$ cat config.mk
export PLATFORM = sky130hd
export DESIGN_NAME = ctrl_pipe
export DESIGN_NICKNAME = d
export VERILOG_FILES = /design/src/rtl/ctrl_pipe.sv
export SDC_FILE = /design/constraint.sdc
export NUM_CORES = 1
export LEC_CHECK = 0
export ABC_CLOCK_PERIOD_IN_PS = 2300
export CAP_MARGIN = 15
export CORE_MARGIN = 3
export CORE_UTILIZATION = 40
export DETAILED_ROUTE_END_ITERATION = 7
export PLACE_DENSITY = 0.7
export SYNTH_ARGS = -nofsm -noshare
export SYNTH_HDL_FRONTEND = slang
export SYNTH_SLANG_ARGS = --single-unit
$ cat constraint.sdc
create_clock -name i_clk -period 2.3 [get_ports i_clk]
set_clock_uncertainty 0.05 [all_clocks]
set_input_delay 0.46 -clock i_clk [delete_from_list [all_inputs] [get_ports i_clk]]
set_output_delay 0.46 -clock i_clk [all_outputs]
set_load 0.02 [all_outputs]
$ cat src/rtl/ctrl_pipe.sv
// ctrl_pipe: ID/EX/MEM/WB control pipeline with hazard detection, forwarding selects and a retire counter
module ctrl_pipe #(
  parameter int CNT_W = 32
) (
  input  logic             i_clk,
  input  logic             i_rst,
  input  logic             i_valid,
  input  logic [4:0]       i_rdReg1,
  input  logic [4:0]       i_rdReg2,
  input  logic [13:0]      i_ctrlEX,
  input  logic [2:0]       i_ctrlMEM,
  input  logic [6:0]       i_ctrlWB,
  input  logic             i_branchTaken,
  input  logic             i_memStall,
  output logic             o_stallIF,
  output logic             o_flushIF,
  output logic             o_validEX,
  output logic [13:0]      o_ctrlEX,
  output logic [4:0]       o_rsEX1,
  output logic [4:0]       o_rsEX2,
  output logic             o_validMEM,
  output logic [2:0]       o_ctrlMEM,
  output logic             o_validWB,
  output logic [6:0]       o_ctrlWB,
  output logic [1:0]       o_fwdA,
  output logic [1:0]       o_fwdB,
  output logic [CNT_W-1:0] o_retired
);
  logic [2:0] ex_mem;
  logic [6:0] ex_wb;
  logic [6:0] mem_wb;
  logic       load_use;
  logic       adv;
  // hazard detection and stall/flush decisions from inputs and EX state
  always_comb begin
    load_use  = ex_mem[1] && ex_wb[4:0] != 5'd0 && i_valid &&
                (ex_wb[4:0] == i_rdReg1 || ex_wb[4:0] == i_rdReg2);
    o_stallIF = i_memStall || (!i_branchTaken && load_use);
    o_flushIF = !i_memStall && i_branchTaken;
    adv       = i_valid && !i_branchTaken && !load_use;
  end
  // forwarding selects: the younger MEM producer wins over WB, x0 never forwards
  always_comb begin
    o_fwdA = (mem_wb[6] && mem_wb[4:0] != 5'd0 && mem_wb[4:0] == o_rsEX1) ? 2'b10 :
             (o_ctrlWB[6] && o_ctrlWB[4:0] != 5'd0 && o_ctrlWB[4:0] == o_rsEX1) ? 2'b01 : 2'b00;
    o_fwdB = (mem_wb[6] && mem_wb[4:0] != 5'd0 && mem_wb[4:0] == o_rsEX2) ? 2'b10 :
             (o_ctrlWB[6] && o_ctrlWB[4:0] != 5'd0 && o_ctrlWB[4:0] == o_rsEX2) ? 2'b01 : 2'b00;
  end
  // stage registers: reset flushes everything, memory stall freezes everything, otherwise advance
  always_ff @(posedge i_clk) begin
    if (i_rst) begin
      o_validEX  <= 1'b0;
      o_ctrlEX   <= '0;
      o_rsEX1    <= '0;
      o_rsEX2    <= '0;
      ex_mem     <= '0;
      ex_wb      <= '0;
      o_validMEM <= 1'b0;
      o_ctrlMEM  <= '0;
      mem_wb     <= '0;
      o_validWB  <= 1'b0;
      o_ctrlWB   <= '0;
      o_retired  <= '0;
    end else if (!i_memStall) begin
      o_validEX  <= adv;
      o_ctrlEX   <= adv ? i_ctrlEX : '0;
      o_rsEX1    <= adv ? i_rdReg1 : '0;
      o_rsEX2    <= adv ? i_rdReg2 : '0;
      ex_mem     <= adv ? i_ctrlMEM : '0;
      ex_wb      <= adv ? i_ctrlWB : '0;
      o_validMEM <= o_validEX;
      o_ctrlMEM  <= ex_mem;
      mem_wb     <= ex_wb;
      o_validWB  <= o_validMEM;
      o_ctrlWB   <= mem_wb;
      o_retired  <= o_retired + CNT_W'(o_validWB);
    end
  end
endmodule

==> reports/results.txt, run 1 <==
Fmax - 405 MHz
DRC viols - 0
Filler cells - 918
Internal power - 2260 uW
Failing checks - setup timing
Drt total wl - 12800 um
Post-synthesis mux area share - 5.84%
R2r setup slk - 0.06 ns
Worst slew pin tran - 0.463 ns
Area delta synth->final - 44.3%
Synth top area cells - dfxtp_1 39%, a22oi_1 5.8%, nand3b_1 5.8%, nor3b_1 5.8%, o21ai_0 4.9%
Tmin final - 2.47 ns
# clock sinks - 86
Worst Path Max Fanout - 3
Simple-gate area share of the yosys netlist - 26.9%
Distinct cell type count after synthesis - 36
DP Worst Slack - -0.361 ns
Reg2Reg Depth - 7
RSZ-0062 raised after global routing - true
Clk Latency, worst-skew pair - 0.36 ns
Via density - 5.60
Total CTS buffers - 9
CTS max path bufs - 2
Post-synthesis register bit count - 86
Port bufs - 113
Layout cells sized above 1 - 18.0%
Max cap viols - 0
Total power - 3090 uW
Synth Area in Adders - 0.572%
GRT Resource Usage Total - 20.1%
Synth top area share - 39.4%
Via count - 4369
Fin crit share - 107%
Detail Placement HPWL - 8990 um
# hold bufs at CTS - 0
Clock-pin slew on the worst setup and hold paths - 0.10 ns
Antenna violations before repair - 0
# H-tree levels - 3
Headroom to the max-slew limit - 69.1%
Avg Inst Size Synth - 8.83 um^2
TritonRoute pass-1 iters - 5
Path type of the worst setup path - flip-flop to output port
Capturing point of the worst reg2reg path - o_retired[18]
CP Capture Type - output port
Die width - 111 um
ANT cells - 0
Required @ worst endpoint - 1.79 ns
Critical Path End - o_fwdB[0]
WL/cell - 16.5 um
Status - finished, violations left
Synth Area in XOR/XNOR - 7.61%
Core area - 10500 um^2
FP Rows - 37
I/O pins - 114
Initial Utilization - 41.8%
Final Hold Viols - 0
PD cells - 491 nW/um^2
Die area - 12200 um^2
Pin count of the biggest net entering global routing - 51
Setup-violating endpoint count in the final report - 3
Worst Hold Class - flip-flop to flip-flop
Global placement routability congestion - 0.879
Largest family of logic cells by synthesized area - simple AND/OR/NAND/NOR gates
P_leak - 0.00227 uW
Max-slew violations - 0
Combinational power share - 14.2%
CP Data Arrival Time - 1.96 ns
Type of origin of the critical path - flip-flop
Setup TNS Final - -0.490 ns
Seq pwr share - 50.2%
Origin of the worst setup path - o_ctrlWB[1]
Sequential area share after synthesis - 39.4%
Syn Std Cell Area - 4370 um^2
Clock tree from TritonCTS - yes
Die Ht - 111 um
First-iteration detailed-routing DRC count - 341
Post-route ant nets - 0
CTS Root Cell - clkbuf_8
Vias in the first global route - 4262
Synth warnings - 0
Post-route setup slack - -0.170 ns
Mapped Cells - 495
Worst hold slack - 0.454 ns
Synth area leader - dfxtp_1
Compound-gate portion of the synthesized area - 15.5%
Net Sw Frac - 26.9%
Syn Nets - 536
Worst IR Drop VDD - 0.000375 V
NetSw - 832 uW
Gr ovfl total - 0
# nets final - 680
Worst reg2reg startpoint - o_validWB
Global-route wire length before repair - 20800 um
Clock network power share - 35.5%
-- stage by stage --
| stage | util [%] | cells | cell area (um^2) |
|---|---|---|---|
| 2_1_floorplan | - | 495 | 4380 |
| 3_3_place_gp | 57.3 | 762 | 6000 |
| 4_1_cts | 59.7 | 778 | 6240 |
| 6_report | 60.3 | 780 | 6310 |
| 5_1_grt | 60.3 | 780 | 6310 |
| 3_5_place_dp | 57.3 | 762 | 6000 |
-- power by group through the flow --
stage	combinational (uW)	sequential, uW	clock (uW)
floorplan	175	1610	0
global placement	420	1590	0
detailed placement	427	1590	0
CTS	436	1550	1140
global route	472	1560	1190
finish	440	1550	1100
-- logic make-up after synthesis --
| kind of cell | after synthesis |
|---|---|
| fa+ha+maj | 2 |
| xor+xnor | 38 |
| compound gates | 112 |
| flops | 86 |
| mux | 25 |
| simple gates | 186 |
| buf+inv | 46 |
-- flip-flops by register name, summed over array words and instances, names as in the netlist --
name and cells:
ex_mem 3, ex_wb 7, mem_wb 7, o_ctrlEX 14, o_ctrlMEM 3, o_ctrlWB 7, o_retired 32, o_rsEX1 5
o_rsEX2 5, o_validEX 1, o_validMEM 1, o_validWB 1
-- per-layer routing --
metal	up-vias	share of wire [%]	track usage, %
met5	-	0	0
met4	0	1.6	5.34
met3	17	5.8	6.08
met2	124	46	31.9
met1	2114	46	26.7
li1	2114	-	-
-- how the worst min path moves through the flow --
stage	depth (start not counted)	from	slack [ns]	endpoint
floorplan	2	mem_wb[5]	0.41	o_ctrlWB[5]
global placement	2	ex_mem[2]	0.42	o_ctrlMEM[2]
detailed placement	2	o_ctrlEX[10]	0.44	o_ctrlEX[10]
CTS	2	o_ctrlEX[12]	0.46	o_ctrlEX[12]
global route	2	o_retired[30]	0.48	o_retired[30]
finish	2	o_ctrlMEM[0]	0.45	o_ctrlMEM[0]
-- Yosys cell counts --
master / number
o22ai_1: 1
xnor2_1: 20
inv_1: 5
and4b_1: 1
nor2b_1: 7
buf_2: 2
a21oi_1: 20
a211oi_1: 1
and4_1: 4
ha_1: 2
nand4b_4: 1
nand2b_1: 1
a21o_1: 1
mux2i_1: 21
nand3b_1: 34
clkbuf_1: 34
xor2_1: 18
a22oi_1: 34
mux2_2: 4
nor3_1: 1
buf_1: 4
or3b_2: 1
nand4_1: 5
o31ai_1: 11
dfxtp_1: 86
o21ai_1: 1
nand2_1: 11
nor2_1: 35
or4_4: 1
buf_6: 1
o21ai_0: 43
or3_1: 8
or4_1: 18
nor3b_1: 34
nand3_1: 15
nor4_1: 9
-- cells in the final DEF (no fill, tap or decap), types with 20 or more instances in the layout --
cell             Yosys  routed
xnor2_1             20      20
nor2_1              35      33
clkdlybuf4s50_1      0     105
dfxtp_1             86      78
nor3b_1             34      34
buf_4                0      60
o21ai_0             43      41
nand3b_1            34      34
a22oi_1             34      34
mux2i_1             21      21
a21oi_1             20      20
-- final cells by class --
cell class	count	area [um^2]	area share [%]
multi-input cells	364	2590	41.1
flip-flops and latches	86	1730	27.5
repair buffers	173	1590	25.2
well taps	136	170	2.70
clock buffers	9	124	1.96
clock inverters	7	77.6	1.23
inverters	5	18.8	0.298
-- critical path: stages, from the launching register on --
cell	delay, ns
dfxtp_2	0.34
buf_6	0.11
xor2_1	0.15
or4_4	0.53
nor4_4	0.28
buf_4	0.18
-- repair_timing --
action / CTS / global route
setup buffers: 0 / 1
gates resized for setup: 37 / 18
pin swaps: 2 / 6
setup endpoints to repair: 8 / 9
gates cloned: 0 / 1
Power figures use the tool's default switching activity.
==> run 2: changes to the inputs <==
--- a/config.mk
+++ b/config.mk
@@ -10,6 +10,7 @@
 export CORE_MARGIN = 3
 export CORE_UTILIZATION = 40
 export DETAILED_ROUTE_END_ITERATION = 7
+export HOLD_SLACK_MARGIN = 0.08
 export PLACE_DENSITY = 0.7
 export SYNTH_ARGS = -nofsm -noshare
 export SYNTH_HDL_FRONTEND = slang
==> results of run 2 <==
No change in the layout: final DEF, timing and power equal those of run 1.
